File: config.mk
export PLATFORM = sky130hd
export DESIGN_NAME = board_shuffler
export DESIGN_NICKNAME = d
export VERILOG_FILES = /design/src/rtl/board_shuffler_pkg.sv /design/src/rtl/board_swap_index.sv /design/src/rtl/board_shuffler.sv
export SDC_FILE = /design/constraint.sdc
export NUM_CORES = 1
export LEC_CHECK = 0
export CAP_MARGIN = 20
export CELL_PAD_IN_SITES_DETAIL_PLACEMENT = 0
export CELL_PAD_IN_SITES_GLOBAL_PLACEMENT = 1
export CORE_MARGIN = 2
export CORE_UTILIZATION = 45
export CTS_CLUSTER_SIZE = 24
export DETAILED_ROUTE_END_ITERATION = 10
export PLACE_DENSITY = 0.88
export SYNTH_ARGS = -nofsm -noshare
export SYNTH_HDL_FRONTEND = slang
export SYNTH_SLANG_ARGS = --single-unit
File: constraint.sdc
create_clock -name clk -period 8.05 [get_ports clk]
set_clock_uncertainty 0.2 [all_clocks]
set_input_delay 1.2075 -clock clk [delete_from_list [all_inputs] [get_ports clk]]
set_output_delay 1.2075 -clock clk [all_outputs]
set_load 0.05 [all_outputs]
File: src/rtl/board_shuffler_pkg.sv
// ---------------------------------------------------------------------------
// board_shuffler_pkg
//
// Shared definitions for the board shuffler and its swap-index helper:
//   - default tile count and tile value width
//   - index width derived from the default tile count
//   - width of the random slice used for index scaling
//   - FSM state encoding
//   - idxWidth(): index width for any legal tile count (4, 8 or 16)
// ---------------------------------------------------------------------------
package board_shuffler_pkg;

    localparam int N_TILES_DEFAULT = 16;
    localparam int VAL_W_DEFAULT   = 4;
    localparam int IDX_W           = $clog2(N_TILES_DEFAULT);

    // Only the low half of the RNG word feeds the index scaler.
    localparam int RNG_W           = 16;

    typedef enum logic [2:0] {
        S_IDLE = 3'd0,
        S_INIT = 3'd1,
        S_REQ  = 3'd2,
        S_WAIT = 3'd3,
        S_SWAP = 3'd4,
        S_DONE = 3'd5
    } state_t;

    // Index width for a board of nTiles tiles; used when the top is
    // parameterised away from the package default.
    function automatic int idxWidth(input int nTiles);
        return $clog2(nTiles);
    endfunction

endpackage

File: src/rtl/board_swap_index.sv
// ---------------------------------------------------------------------------
// board_swap_index
//
// Purely combinational helper that picks the swap partner j for one
// Fisher-Yates step. j is the random fraction i_rng/65536 scaled by
// (i_idx+1), i.e. j = (i_rng * (i_idx+1)) >> 16, which always lands in
// 0..i_idx without needing a divider or a modulo.
//
// Ports:
//   i_rng  [RNG_W-1:0]   low 16 bits of the sampled random word
//   i_idx  [IDX_W_P-1:0] current top-of-range index
//   o_j    [IDX_W_P-1:0] swap partner index, 0..i_idx
// ---------------------------------------------------------------------------
module board_swap_index
    import board_shuffler_pkg::*;
#(
    parameter int IDX_W_P = IDX_W
) (
    input  logic [RNG_W-1:0]   i_rng,
    input  logic [IDX_W_P-1:0] i_idx,
    output logic [IDX_W_P-1:0] o_j
);

    logic [IDX_W_P:0]       w_span;
    logic [RNG_W+IDX_W_P:0] w_product;
    logic                   w_unusedBits;

    // idx+1 needs one extra bit: for 16 tiles it reaches 16.
    assign w_span    = {1'b0, i_idx} + (IDX_W_P + 1)'(1);

    // Unsigned 16 x (IDX_W+1) product, both operands zero-extended to the
    // full product width so no bits are lost.
    assign w_product = {{(IDX_W_P + 1){1'b0}}, i_rng} *
                       {{RNG_W{1'b0}}, w_span};

    // The integer part of the scaled fraction is the index. Its top bit is
    // always zero because the result never exceeds i_idx.
    assign o_j       = w_product[RNG_W +: IDX_W_P];

    // Fractional bits and the always-zero top bit are intentionally dropped.
    assign w_unusedBits = ^{w_product[RNG_W-1:0], w_product[RNG_W+IDX_W_P]};

endmodule

File: src/rtl/board_shuffler.sv
// ---------------------------------------------------------------------------
// board_shuffler
//
// Deals a shuffled memory-game board: N_TILES tiles holding the values
// 0..N_TILES/2-1, each value exactly twice. A start pulse loads the sorted
// pair board 0,0,1,1,... and then runs a Fisher-Yates shuffle from the top
// index down to 1, requesting a fresh random word from an external RNG for
// every swap step.
//
// Each swap step takes three cycles: REQ raises rng_req, WAIT gives the RNG
// a cycle to produce the new word (sampled at the end of WAIT), SWAP
// exchanges tile[idx] with tile[j]. This spacing keeps rng_req pulses one
// cycle wide with two low cycles between them.
//
// Ports:
//   clk      clock, rising edge
//   reset    asynchronous, active-high reset
//   start    single-cycle request to deal a new board (IDLE only)
//   rng_num  [31:0] current random word; only bits [15:0] are used
//   rng_req  registered pulse to the RNG, one per swap step
//   busy     high from INIT through the last SWAP
//   done     registered one-cycle pulse when the board is final
//   board    [N_TILES*VAL_W-1:0] tile i at bits [VAL_W*i +: VAL_W]
//
// Legal tile counts are 4, 8 and 16.
// ---------------------------------------------------------------------------
module board_shuffler
    import board_shuffler_pkg::*;
#(
    parameter int N_TILES = N_TILES_DEFAULT,
    parameter int VAL_W   = VAL_W_DEFAULT
) (
    input  logic                     clk,
    input  logic                     reset,
    input  logic                     start,
    input  logic [31:0]              rng_num,
    output logic                     rng_req,
    output logic                     busy,
    output logic                     done,
    output logic [N_TILES*VAL_W-1:0] board
);

    localparam int TILE_IDX_W = idxWidth(N_TILES);

    state_t                r_state;
    state_t                w_nextState;

    logic [TILE_IDX_W-1:0] r_idx;
    logic [RNG_W-1:0]      r_rngSample;
    logic [VAL_W-1:0]      r_tiles [N_TILES];

    logic                  r_busy;
    logic                  r_done;
    logic                  r_rngReq;

    logic [TILE_IDX_W-1:0] w_swapIdx;
    logic                  w_unusedRngHi;

    // State register.
    always_ff @(posedge clk or posedge reset) begin
        if (reset) begin
            r_state <= S_IDLE;
        end else begin
            r_state <= w_nextState;
        end
    end

    // Next-state logic. start is only looked at in IDLE, so re-pulsing it
    // during a shuffle has no effect.
    always_comb begin
        w_nextState = r_state;
        case (r_state)
            S_IDLE: begin
                if (start) begin
                    w_nextState = S_INIT;
                end
            end
            S_INIT: w_nextState = S_REQ;
            S_REQ:  w_nextState = S_WAIT;
            S_WAIT: w_nextState = S_SWAP;
            S_SWAP: begin
                if (r_idx == TILE_IDX_W'(1)) begin
                    w_nextState = S_DONE;
                end else begin
                    w_nextState = S_REQ;
                end
            end
            S_DONE:  w_nextState = S_IDLE;
            default: w_nextState = S_IDLE;
        endcase
    end

    // Status outputs are registered from the next state so each one is
    // glitch-free and aligned with the state it describes.
    always_ff @(posedge clk or posedge reset) begin
        if (reset) begin
            r_busy   <= 1'b0;
            r_done   <= 1'b0;
            r_rngReq <= 1'b0;
        end else begin
            r_busy   <= (w_nextState != S_IDLE) && (w_nextState != S_DONE);
            r_done   <= (w_nextState == S_DONE);
            r_rngReq <= (w_nextState == S_REQ);
        end
    end

    // Swap partner for the current step, computed from the word captured at
    // the end of WAIT.
    board_swap_index #(
        .IDX_W_P (TILE_IDX_W)
    ) u_swapIndex (
        .i_rng (r_rngSample),
        .i_idx (r_idx),
        .o_j   (w_swapIdx)
    );

    // Board datapath. The tiles change only in INIT (load the sorted pair
    // board) and SWAP (exchange two tiles). When j equals idx both writes
    // carry the same value, so the board is left unchanged.
    always_ff @(posedge clk or posedge reset) begin
        if (reset) begin
            r_idx       <= '0;
            r_rngSample <= '0;
            for (int i = 0; i < N_TILES; i++) begin
                r_tiles[i] <= '0;
            end
        end else begin
            case (r_state)
                S_INIT: begin
                    for (int i = 0; i < N_TILES; i++) begin
                        r_tiles[i] <= VAL_W'(i >> 1);
                    end
                    r_idx <= TILE_IDX_W'(N_TILES - 1);
                end
                S_WAIT: begin
                    r_rngSample <= rng_num[RNG_W-1:0];
                end
                S_SWAP: begin
                    r_tiles[r_idx]     <= r_tiles[w_swapIdx];
                    r_tiles[w_swapIdx] <= r_tiles[r_idx];
                    if (r_idx != TILE_IDX_W'(1)) begin
                        r_idx <= r_idx - TILE_IDX_W'(1);
                    end
                end
                default: begin
                end
            endcase
        end
    end

    // Flatten the tile registers onto the board port, tile 0 in the LSBs.
    for (genvar g = 0; g < N_TILES; g++) begin : g_board
        assign board[VAL_W*g +: VAL_W] = r_tiles[g];
    end

    // The upper half of the RNG word is not needed for index scaling.
    assign w_unusedRngHi = ^rng_num[31:RNG_W];

    assign rng_req = r_rngReq;
    assign busy    = r_busy;
    assign done    = r_done;

endmodule

==> metrics.md <==
| Metric | Value |
|---|---|
| Slew HR | 0.315 |
| Total grt overflow | 0 |
| Yosys cell types | 82 |
| # placed instances | 1367 |
| Syn Nets | 1155 |
| Routed Antenna Nets | 0 |
| Synth top area share | 0.242 |
| TritonCTS clock tree | done |
| Final WL | 29600 um |
| Area grow syn2layout | 15.5% |
| Met1 wire length | 12800 um |
| Post-CTS Setup Bufs | 0 |
| Nets | around 1200 |
| Post-Route Setup TNS | 0 ps |
| Top sig layer | met4 |
| Clock root cell | clkbuf_16 |
| Post-synth EDFFs | 0 |
| Reg area | 2250 um2 |
| Final core utilization | 0.530 |
| Max Root-Sink Buffers | 2 |
| Ys flop type | dfrtp_1 |
| Leading area contributor after synthesis | dfrtp_1 |
| Endpoints failing hold | 0 |
| Slowest-stage cell, CP | dfrtp_1 |
| PwrDens | 250 nW/um2 |
| CP Buf/Inv Count | 2 |
| WL per Instance | 21.4 um |
| Number of fill cells | 1880 |
| Worst Path Class, Setup | flop to flop |
| Crit-path max FO | 20 |
| Outcome | complete, no violations |
| Crit path largest cell delay | 900 ps |
| Area post-placement | roughly 10000 um2 |
| Multi-input combinational cell area | 6470 um2 |
| Synth top area cells | dfrtp_1 24%, fa_1 8.6%, nand2b_1 5.1%, mux4_2 4.8%, nand2_1 4.8% |
| Vias in the first global route | 8430 |
| # hold bufs at CTS | 0 |
| Most frequent cells in the layout | 120 x nand2_1, 90 x dfrtp_1, 85 x clkdlybuf4s50_1 |
| Final instance area | 10700 um2 |
| Syn_area_per_cell | 8.86 um2 |
| R2R Setup Slk | between 1000 and 1500 ps |
| Final Cycle Share | 0.868 |
| Min-delay src | r_state[2] |
| Vias | 8737 |
| Synthesis-stage register bit count | 90 |
| CP Capture Type | flop |
| Crit start category | flop |
| Die width | 148 um |
| Max Cap Violations | 0 |
| FF-to-FF End | board[4] |
| Max frequency | about 140 MHz |
| Initial DRT Pass Iterations | 5 |
| DR iter-0 viols | 917 |
| CTS HTree Levels | 3 |
| Diode count | 0 |
| CTS Buf Count | 9 |
| Share of post-route cells with drive strength above 1 | 0.112 |
| CP required | 8120 ps |
| Setup violations, final | 0 |
| Dominant delay contributor by cell family on the critical path | simple AND/OR/NAND/NOR gates |
| Clock latency on the worst-skew pair | 360 ps |
| Non-Filler Instances | 1384 |
| Pin count of the biggest net entering global routing | 117 |
| Asr flop ratio synth | 1.00 |
| WHS Path Cells | 1 |
| Worst reg2reg path depth | 16 |
| Reg clk slew, reported paths | ~80 ps |
| Leakage | 4.21 nW |
| HP Class | flop to flop |
| Vias per cell | 6.31 |
| Initial Util | 0.459 |
| Routability cong. | 0.940 |
| IO buf count | 85 |
| Post-synthesis sequential area ratio | 0.242 |
| Worst Hold End | r_state[0] |
| Die Area | 21800 um2 |
| Maximum vdd drop | 0.189 mV |
| RSZ-0062 raised after global routing | false |
| Site row count | 52 |
| Met2 WL | 13300 um |
| Ports | between 100 and 150 |
| Crit path from | r_idx[2] |
| Area of the mapped netlist | around 9300 um2 |
| Crit path cell chain | and3_1, and2_1, fa_1, fa_1, inv_1, fa_1, inv_1, ha_1, a21oi_1, o221ai_1, and2_1, o21a_4, o211ai_1, nor2_1, or3_1, o221ai_1 |
| Reg-to-reg startpoint | r_idx[2] |
| Yosys Warn Count | 0 |
| Die Span Y | 148 um |
| Mapped Cells | 1049 |
| Metal3 WL | 2550 um |
| Most common cell after layout, fill and taps aside | nand2_1 |
| Cells resized by post-CTS repair | 0 |
| Clk sinks | 90 |
| Total core area | 20200 um2 |
| Slew @ Worst Pin | 1020 ps |
| Final max-slew violation count | 0 |
| GRT Overall Usage | 0.275 |
| Crit path DAT | 7060 ps |
| First-pass GRT wire length | 47500 um |
| Crit path top cell by count | fa_1 |
| Final HPWL DP | about 21000 um |
| Total power | roughly 2.7 mW |
| Min Tclk post-route | 6990 ps |
| Initial antenna violation count | 0 |
| # DRC | 0 |
-- registers in the layout (all words and copies together) (netlist names) --
name and cells:
board 64, r_rngSample 16, r_idx 4, r_state 3, busy 1, done 1
rng_req 1
-- per-stage QoR --
stage,hold WS [ps],setup WS [ps]
finish,358,1060
global route,375,860
CTS,357,1200
detailed placement,340,1250
global placement,335,1280
floorplan,298,1690
-- where the power goes --
part | internal (mW) | switching [mW] | total (mW) | leakage (nW)
logic | 0.586 | 1.00 | 1.59 | 2.97
clock network | 0.223 | 0.223 | 0.445 | 0.150
registers | 0.520 | 0.125 | 0.645 | 1.09
-- per-layer routing --
layer / GRT usage / vias up
met5: 0 / -
met4: 0.0851 / 0
met3: 0.0694 / 72
met2: 0.427 / 433
met1: 0.381 / 4278
li1: - / 3954
-- worst max-delay path by stage --
| stage | to | slack (ps) | depth (start not counted) |
|---|---|---|---|
| global placement | board[4] | 1280 | 16 |
| detailed placement | board[4] | 1250 | 16 |
| floorplan | board[37] | 1690 | 21 |
| global route | board[6] | 860 | 16 |
| CTS | board[4] | 1200 | 16 |
| finish | board[4] | 1060 | 16 |
-- kinds of logic (layout without fill, tap and decap cells) --
logic type,after synthesis,after routing,synth area share
adders and majority gates,71,71,0.128
xor gates and xnor gates,6,6,0.00714
and+or+nand+nor,410,410,0.235
buffers and inverters,139,204,0.0627
DFF,90,90,0.242
muxes,65,65,0.100
AOI/OAI and AO/OA,268,268,0.225
-- Yosys cell counts (12+ instances only) --
cell      number
nor3_1        14
clkbuf_1      38
ha_1          31
a22oi_1       50
nor2_1        67
nor2b_1       19
dfrtp_1       90
o22ai_1       12
fa_1          40
nand2b_1      76
and2_1        47
a211oi_1      36
mux4_2        20
nand3_1       17
nand2_1      120
a221oi_1      16
mux2_2        17
buf_2         16
o21ai_0       20
a21oi_1       16
inv_1         73
mux2i_1       26
-- worst register-to-register path, delay by kind of cell (launching register included) --
| family | cells | cell delay (ps) |
|---|---|---|
| flops | 1 | 900 |
| fa+ha+maj | 4 | 1880 |
| buf+inv | 2 | 110 |
| compound gates | 5 | 1790 |
| simple gates | 5 | 2000 |
-- cell type report --
class,count,share of cell area
Sequential cell,90,0.210
Clock inverter,7,0.00711
Tap cell,270,0.0315
Inverter,73,0.0257
Multi-Input combinational cell,820,0.603
Clock buffer,9,0.0210
Timing Repair Buffer,115,0.102
Note: power is estimated with default switching activity, not from simulation.
